`src/rtl/epu_buf_slave.sv`:
```
// AXI slave word buffer on interconnect port S6: DMA bursts land in a local RAM
// that the EPU core reads through a registered local port and AXI can read back.
`ifndef AXI_IDS_BITS
`define AXI_IDS_BITS 8
`endif
`ifndef AXI_LEN_BITS
`define AXI_LEN_BITS 4
`endif

module epu_buf_slave #(
    parameter int unsigned DEPTH = 64
) (
    input  logic                       clk,
    input  logic                       rst,
    input  logic [`AXI_IDS_BITS-1:0]   AWID_S6,
    input  logic [31:0]                AWADDR_S6,
    input  logic [`AXI_LEN_BITS-1:0]   AWLEN_S6,
    input  logic [2:0]                 AWSIZE_S6,
    input  logic [1:0]                 AWBURST_S6,
    input  logic                       AWVALID_S6,
    output logic                       AWREADY_S6,
    input  logic [31:0]                WDATA_S6,
    input  logic [3:0]                 WSTRB_S6,
    input  logic                       WLAST_S6,
    input  logic                       WVALID_S6,
    output logic                       WREADY_S6,
    output logic [`AXI_IDS_BITS-1:0]   BID_S6,
    output logic [1:0]                 BRESP_S6,
    output logic                       BVALID_S6,
    input  logic                       BREADY_S6,
    input  logic [`AXI_IDS_BITS-1:0]   ARID_S6,
    input  logic [31:0]                ARADDR_S6,
    input  logic [`AXI_LEN_BITS-1:0]   ARLEN_S6,
    input  logic [2:0]                 ARSIZE_S6,
    input  logic [1:0]                 ARBURST_S6,
    input  logic                       ARVALID_S6,
    output logic                       ARREADY_S6,
    output logic [`AXI_IDS_BITS-1:0]   RID_S6,
    output logic [31:0]                RDATA_S6,
    output logic [1:0]                 RRESP_S6,
    output logic                       RLAST_S6,
    output logic                       RVALID_S6,
    input  logic                       RREADY_S6,
    input  logic [$clog2(DEPTH)-1:0]   epu_raddr,
    output logic [31:0]                epu_rdata,
    input  logic                       buf_clear,
    output logic [15:0]                wr_word_cnt,
    output logic                       buf_wr_done
);
    localparam int unsigned IDX_W = $clog2(DEPTH);
    localparam int unsigned LEN_W = `AXI_LEN_BITS;
    localparam logic [1:0]  RESP_OKAY   = 2'b00;
    localparam logic [1:0]  RESP_SLVERR = 2'b10;

    typedef enum logic [1:0] {W_IDLE, W_DATA, W_RESP} w_state_t;
    typedef enum logic {R_IDLE, R_DATA} r_state_t;

    logic [31:0]      mem [DEPTH];
    w_state_t         w_state, w_state_nx;
    r_state_t         r_state, r_state_nx;
    logic [IDX_W-1:0] w_idx, r_idx, ar_idx, aw_idx;
    logic [LEN_W-1:0] w_len, w_cnt, r_len, r_cnt;
    logic             w_over;
    logic             aw_hs, w_hs, b_hs, ar_hs, r_hs;
    logic             unused_bits;

    assign aw_hs  = AWVALID_S6 & AWREADY_S6;
    assign w_hs   = WVALID_S6 & WREADY_S6;
    assign b_hs   = BVALID_S6 & BREADY_S6;
    assign ar_hs  = ARVALID_S6 & ARREADY_S6;
    assign r_hs   = RVALID_S6 & RREADY_S6;
    assign aw_idx = AWADDR_S6[IDX_W+1:2];
    assign ar_idx = ARADDR_S6[IDX_W+1:2];
    assign unused_bits = ^{AWSIZE_S6, AWBURST_S6, ARSIZE_S6, ARBURST_S6,
                           AWADDR_S6[31:IDX_W+2], AWADDR_S6[1:0],
                           ARADDR_S6[31:IDX_W+2], ARADDR_S6[1:0]};

    always_ff @(posedge clk or negedge rst) begin
        if (!rst) begin
            w_state <= W_IDLE;
            r_state <= R_IDLE;
        end else begin
            w_state <= w_state_nx;
            r_state <= r_state_nx;
        end
    end

    always_comb begin
        w_state_nx = w_state;
        r_state_nx = r_state;
        case (w_state)
            W_IDLE:  if (aw_hs) w_state_nx = W_DATA;
            W_DATA:  if (w_hs && WLAST_S6) w_state_nx = W_RESP;
            W_RESP:  if (b_hs) w_state_nx = W_IDLE;
            default: w_state_nx = W_IDLE;
        endcase
        case (r_state)
            R_IDLE:  if (ar_hs) r_state_nx = R_DATA;
            R_DATA:  if (r_hs && RLAST_S6) r_state_nx = R_IDLE;
            default: r_state_nx = R_IDLE;
        endcase
    end

    // Write channel; w_over latches a burst that ran past its LEN without WLAST.
    always_ff @(posedge clk or negedge rst) begin
        if (!rst) begin
            AWREADY_S6  <= 1'b1;
            WREADY_S6   <= 1'b0;
            BVALID_S6   <= 1'b0;
            BID_S6      <= '0;
            BRESP_S6    <= RESP_OKAY;
            buf_wr_done <= 1'b0;
            w_idx       <= '0;
            w_len       <= '0;
            w_cnt       <= '0;
            w_over      <= 1'b0;
        end else begin
            AWREADY_S6  <= (w_state_nx == W_IDLE);
            WREADY_S6   <= (w_state_nx == W_DATA);
            BVALID_S6   <= (w_state_nx == W_RESP);
            buf_wr_done <= w_hs & WLAST_S6;
            if (aw_hs) begin
                BID_S6 <= AWID_S6;
                w_idx  <= aw_idx;
                w_len  <= AWLEN_S6;
                w_cnt  <= '0;
                w_over <= 1'b0;
            end
            if (w_hs) begin
                w_idx <= w_idx + IDX_W'(1);
                w_cnt <= w_cnt + LEN_W'(1);
                if (w_cnt == w_len && !WLAST_S6) w_over <= 1'b1;
                if (WLAST_S6) BRESP_S6 <= (w_cnt == w_len && !w_over) ? RESP_OKAY : RESP_SLVERR;
            end
        end
    end

    always_ff @(posedge clk) begin
        if (w_hs) begin
            for (int i = 0; i < 4; i++) begin
                if (WSTRB_S6[i]) mem[w_idx][8*i +: 8] <= WDATA_S6[8*i +: 8];
            end
        end
    end

    always_ff @(posedge clk or negedge rst) begin
        if (!rst)                              wr_word_cnt <= '0;
        else if (buf_clear)                    wr_word_cnt <= '0;
        else if (w_hs && wr_word_cnt != '1)    wr_word_cnt <= wr_word_cnt + 16'(1);
    end

    // Read channel and local port; RAM reads see pre-write data on a same-cycle hit.
    always_ff @(posedge clk or negedge rst) begin
        if (!rst) begin
            ARREADY_S6 <= 1'b1;
            RVALID_S6  <= 1'b0;
            RLAST_S6   <= 1'b0;
            RID_S6     <= '0;
            RRESP_S6   <= RESP_OKAY;
            RDATA_S6   <= '0;
            epu_rdata  <= '0;
            r_idx      <= '0;
            r_len      <= '0;
            r_cnt      <= '0;
        end else begin
            ARREADY_S6 <= (r_state_nx == R_IDLE);
            RVALID_S6  <= (r_state_nx == R_DATA);
            RRESP_S6   <= RESP_OKAY;
            epu_rdata  <= mem[epu_raddr];
            if (ar_hs) begin
                RID_S6   <= ARID_S6;
                r_idx    <= ar_idx;
                r_len    <= ARLEN_S6;
                r_cnt    <= '0;
                RDATA_S6 <= mem[ar_idx];
                RLAST_S6 <= (ARLEN_S6 == '0);
            end else if (r_hs) begin
                if (RLAST_S6) begin
                    RLAST_S6 <= 1'b0;
                end else begin
                    r_idx    <= r_idx + IDX_W'(1);
                    r_cnt    <= r_cnt + LEN_W'(1);
                    RDATA_S6 <= mem[r_idx + IDX_W'(1)];
                    RLAST_S6 <= (r_cnt + LEN_W'(1) == r_len);
                end
            end
        end
    end
endmodule

```
`config.mk`:
```
export PLATFORM = sky130hd
export DESIGN_NAME = epu_buf_slave
export DESIGN_NICKNAME = d
export VERILOG_FILES = /design/src/rtl/epu_buf_slave.sv
export SDC_FILE = /design/constraint.sdc
export NUM_CORES = 2
export LEC_CHECK = 0
export ABC_CLOCK_PERIOD_IN_PS = 4000
export BUFFER_PORTS_ARGS = -buffer_cell sky130_fd_sc_hd__buf_4
export CAP_MARGIN = 20
export CORE_MARGIN = 2
export CORE_UTILIZATION = 30
export CTS_CLUSTER_DIAMETER = 100
export DETAILED_ROUTE_END_ITERATION = 12
export SYNTH_ARGS = -nofsm -noshare
export SYNTH_HDL_FRONTEND = slang
export SYNTH_SLANG_ARGS = --single-unit
```
`constraint.sdc`:
```
create_clock -name clk -period 4 [get_ports clk]
set_clock_uncertainty 0.2 [all_clocks]
set_input_delay 1 -clock clk [delete_from_list [all_inputs] [get_ports clk]]
set_output_delay 1 -clock clk [all_outputs]
set_load 0.02 [all_outputs]
```
Word level (Yosys, flattened, before mapping)
Memories as Yosys holds them, arrays and structs flattened. A register that Yosys moved wholly into a read port is not among the register bits. Cells that the tools add are included.

Register bits after elaboration: 104. Bits in latches: 0. RAM bits: 2048. Bits in read-only memories: 0. Output and inout bits: 107. Logic and storage cells: 99. Memories: 1.

Memories: mem (words 64, width 32, rd ports 3, clocked after Yosys merged registers in 1, write ports 1, RTL line 58) `logic [31:0] mem [DEPTH];`.

Add/subtract/negate cells: 5. Multipliers: 0. Div/mod/pow operators: 0. Order comparisons: 0. Equal/unequal tests: 8. Shifts and indexed selects: 0. Muxes and demuxes: 41. Bitwise gates (word level): 8. Reduce and logical (&&, ||, !) cells: 16.

Operators by type and width (count): $mux W32 (3); $mux W16 (2); $mux W6 (5); $mux W1 (20); $mux W4 (5); $add A16 B1 Y16 const B (1); $ne A16 B16 Y1 const B (1); $add A6 B1 Y6 const B (2); $add A4 B1 Y4 const B (2); $eq A4 B4 Y1 (2); $mux W2 (4); $and A1 B1 Y1 (6); $pmux W2 S3 (1); $reduce_bool A2 Y1 (3); $logic_and A1 B1 Y1 (5); $eq A2 B1 Y1 const B (2); $eq A2 B2 Y1 const B (2); $logic_not A2 Y1 (2); $logic_not A4 Y1 (1); $reduce_and A2 Y1 (2); $logic_not A1 Y1 (3); $ne A2 B1 Y1 const B (1); $not A1 Y1 (2); $pmux W1 S2 (1).

Depth between registers and ports, before layout
Word-level depth: 5. Depth in mapped cells: 12. Gate-level depth less buffers: 7.

Worst setup path after synthesis
No wires, ideal clock.

Path kind: input port to flip-flop. From: input epu_raddr[0]. To: register epu_rdata[13], read port of mem. Setup time: 0.138 ns. Data arrival time: 3.107 ns. Data required time: 3.662 ns. Setup slack: 0.554 ns. Stages: 5. Cell sequence: buf_4 > buf_1 > mux4_2 > mux4_2 > mux4_2.

RTL lines: start: declaration (RTL line 44) `input logic [$clog2(DEPTH)-1:0] epu_raddr,`; end: declaration (RTL line 45) `output logic [31:0] epu_rdata,`.

Final worst setup path
From: register ARREADY_S6. To: register RDATA_S6[7].

Word-level cells in the longest chain between the ends: 3.

RTL lines: start: declaration (RTL line 37) `output logic ARREADY_S6,`; start signal: assignment (RTL line 166) `ARREADY_S6 <= (r_state_nx == R_IDLE);`; $and A1 B1 Y1 (*) (RTL line 70) `assign ar_hs = ARVALID_S6 & ARREADY_S6;`; $ne A2 B1 Y1 (no line) or $reduce_bool A2 Y1 (tied branches); $reduce_and A2 Y1 (no line); end signal: assignment (RTL line 175) `RDATA_S6 <= mem[ar_idx];`; end signal: assignment (RTL line 183) `RDATA_S6 <= mem[r_idx + IDX_W'(1)];`; end: declaration (RTL line 39) `output logic [31:0] RDATA_S6,`.

Mark *: on every way between the ends. The rest lies on a longest branch, timed or not. A chain may end at the register's enable or synchronous reset.

==> out/results.txt <==
Outcome: completed
Max-cap check violation count: 0
Synth Warn #: 0
Routed WL per cell: 37.6 µm
Setup bufs post-CTS: 0
Die ar.: 0.394 mm²
Largest net degree at the start of global routing: 94
Least-Margin Pin Slew: 1160 ps
Kind of critical path: flop to flop
Area grow syn2layout: 17.4%
Die width: 628 µm
Min-Delay Path Class: primary input to flop
Vias per std cell: 6.24
Core ar.: 0.388 mm²
Fill cells: 36000
Routability cong.: 0.926
Fin crit share: 93.6%
Die Ht: 628 µm
Int Power: 52700 µW
Num ports: 256
Root Buffer: clkbuf_16
GRT Overall Usage: 22.7%
FFs w/ async S/R, synth: 6.18%
Slowest cell on crit path: nand2_1
Crit path max fanout: 8
Synth unique cells: 72
Power Density: 606 mW/mm²
Sw Pwr: 30400 µW
Slew margin rel.: 22.0%
WP data arrival: 4460 ps
Share of cells above drive strength 1: 43.1%
Fin. max-slew vios: 0
Clock buffer depth: 4
Clock sink total: 2183
Register bit total from synthesis: 2183
Placed insts: 11800
Worst-Skew Late Latency: 1000 ps
Antenna Nets Post-Route: 0
Mapped Area: 0.117 mm²
Largest stage delay, worst path: 850 ps
Worst Setup End Kind: flop
CTS resizes: 0
Final Critical Period: 3750 ps
Global route overflow: 0
Pleak: 0.0439 µW
Layout Nets: 7006
Sequential-to-total area share from yosys stat: 55.6%
Final Setup Violations: 0
Required @ worst endpoint: 4710 ps
F_max: 267 MHz
Worst Setup Start Kind: flop
Drt first pass iters: 5
Fin Hold WS: 60.1 ps
Std cell rows: 229
Setup repair after global routing missed its margin: no
Initial antenna violation count: 44
Place WS: 40.3 ps
Switching share of power: 36.5%
Vias in the first global route: 75500
CTS tree: yes
Routed WL: 461000 µm
I/O Buffers: 190
Clock Power Share: 27.6%
Fin. Hold Viols: 0
Finished Layout Cells: 12300
Pwr Total: 83100 µW
Final WS setup: 254 ps
Peak supply drop: 0.659 mV
DR iter-0 viols: 12600
Reg power frac: 32.2%
Final Util: 35.3%
Via count: 76600
# hold bufs at CTS: 5
CP Cell Sequence: nand2_1, nor2_2, nand2_1, nor3_1, a2111oi_0, nand4_1
Number of synthesized flops with an enable pin: 2048
Worst path bufs/invs: 0
Crit-path leading delay family: simple AND/OR/NAND/NOR gates
Combinational power share: 40.2%
DRC Markers: 0
Reg clk slew, reported paths: 60 ps
Initial Util: 30.1%
Number of CTS-inserted buffers: 245
First-pass GRT wire length: 630000 µm
Gate Count Post-Synth: 6293
Detailed Place HPWL: 311000 µm
H-tree lvl count: 4
Most frequent CP cell: nand2_1
Syn avg cell area: 18.6 µm²
Top FF cell, synth: edfxtp_1
==> cell usage in the layout (no fill, tap or decap), types with 19 or more instances in the layout <==
| cell type | count |
|---|---|
| mux4_2 | 1702 |
| clkinv_2 | 63 |
| bufinv_16 | 22 |
| and3_1 | 19 |
| mux2_2 | 33 |
| xor2_1 | 20 |
| dfrtp_1 | 132 |
| nand2_1 | 481 |
| mux2i_1 | 226 |
| a21oi_1 | 70 |
| nor2_1 | 311 |
| buf_12 | 121 |
| a31oi_1 | 38 |
| clkbuf_1 | 37 |
| nand4_1 | 35 |
| a32oi_1 | 38 |
| clkbuf_16 | 245 |
| buf_4 | 749 |
| edfxtp_1 | 2048 |
| a211oi_1 | 28 |
| nor3_1 | 30 |
| a22oi_1 | 71 |
| clkinv_1 | 43 |
| o21ai_0 | 58 |
| nand3_1 | 105 |
| a221oi_1 | 34 |
==> kinds of logic after synthesis <==
group | Yosys count | share of synthesized area, %
and+or+nand+nor | 1074 | 3.94
muxes | 1961 | 35.1
other | 1 | 0.00321
buffers and inverters | 581 | 2.35
DFF | 2183 | 55.6
AOI/OAI and AO/OA | 448 | 2.72
adders and majority gates | 5 | 0.0536
xor gates and xnor gates | 40 | 0.306
==> routing by layer <==
metal | up-vias | share of wire (%) | global-route usage, %
met5 | - | 0.085 | 0
met4 | 47 | 7.0 | 13.7
met3 | 1292 | 13 | 7.54
met2 | 6151 | 45 | 34.3
met1 | 40700 | 35 | 28.3
li1 | 28400 | - | -
==> flip-flops by register name (all words and copies together) (netlist names), 6 cells and up <==
register	flops
BID_S6	8
RDATA_S6	32
RID_S6	8
epu_rdata	32
mem	2048
r_idx	6
w_idx	6
wr_word_cnt	16
==> power groups by stage <==
stage,Combinational [µW],Clock [µW],Sequential [µW]
finish,33400,22900,26800
global route,34500,23900,26800
CTS,33000,23100,26700
detailed placement,32800,0,27200
global placement,32900,0,27200
floorplan,20000,0,26800
==> final timing paths <==
check	from	to	slack [ps]	cells past startpoint
worst max-delay path	ARREADY_S6$_DFF_PN1_	RDATA_S6[7]$_DFFE_PN0P_	250	6
worst min-delay path	AWADDR_S6[2]	w_idx[0]$_DFFE_PN0P_	60	3
worst max register to register	ARREADY_S6$_DFF_PN1_	RDATA_S6[7]$_DFFE_PN0P_	250	6
worst min register to register	RID_S6[0]$_DFFE_PN0P_	RID_S6[0]$_DFFE_PN0P_	280	2
max in group asynchronous	rst	epu_rdata[22]$_DFF_PN0_	2280	3
min in group asynchronous	rst	wr_word_cnt[2]$_DFFE_PN0P_	350	2
==> cell usage after synthesis, drive strengths merged, types with 6 or more instances <==
cell type	instances	area share, %
and2	10	0.054
clkbuf	252	0.81
nand3	107	0.46
mux4	1702	33
a22oi	71	0.46
o221ai	9	0.067
nor2b	18	0.096
xnor2	19	0.15
a32oi	38	0.28
nor4	6	0.032
edfxtp	2048	53
nor2	319	1.0
a2111oi	13	0.10
o21ai	59	0.25
o22ai	16	0.086
o2111ai	11	0.082
o211ai	10	0.064
mux2i	226	1.9
mux2	33	0.32
a221oi	34	0.25
nor3	33	0.14
nand2	483	1.6
buf	323	1.5
a22o	16	0.12
and3	19	0.10
nand2b	11	0.059
xor2	21	0.16
a21oi	70	0.30
nand4	35	0.19
a211oi	28	0.18
nor3b	7	0.045
dfrtp	133	2.8
a31oi	38	0.20
==> tightest hold or removal path, stage by stage <==
cell     delay (ps)
buf_4            80
a22oi_1          70
o21ai_0          70
==> layout make-up <==
cell class	count	area (µm²)	area share, %
antenna	18	45.0	0.0329
clock buffer	292	6410	4.67
clock inverter	162	1610	1.17
inverter	6	22.5	0.0164
multi-input combinational	3531	49400	36.0
sequential	2183	64900	47.3
tap	5197	6500	4.74
timing repair buffer	885	8230	6.00
==> metrics by stage <==
stage | instance area (µm²) | setup TNS, ps
floorplan | 117000 | 0
global placement | 129000 | -273
detailed placement | 129000 | 0
CTS | 137000 | 0
global route | 137000 | 0
finish | 137000 | 0
Note: power is estimated with default switching activity, not from simulation.
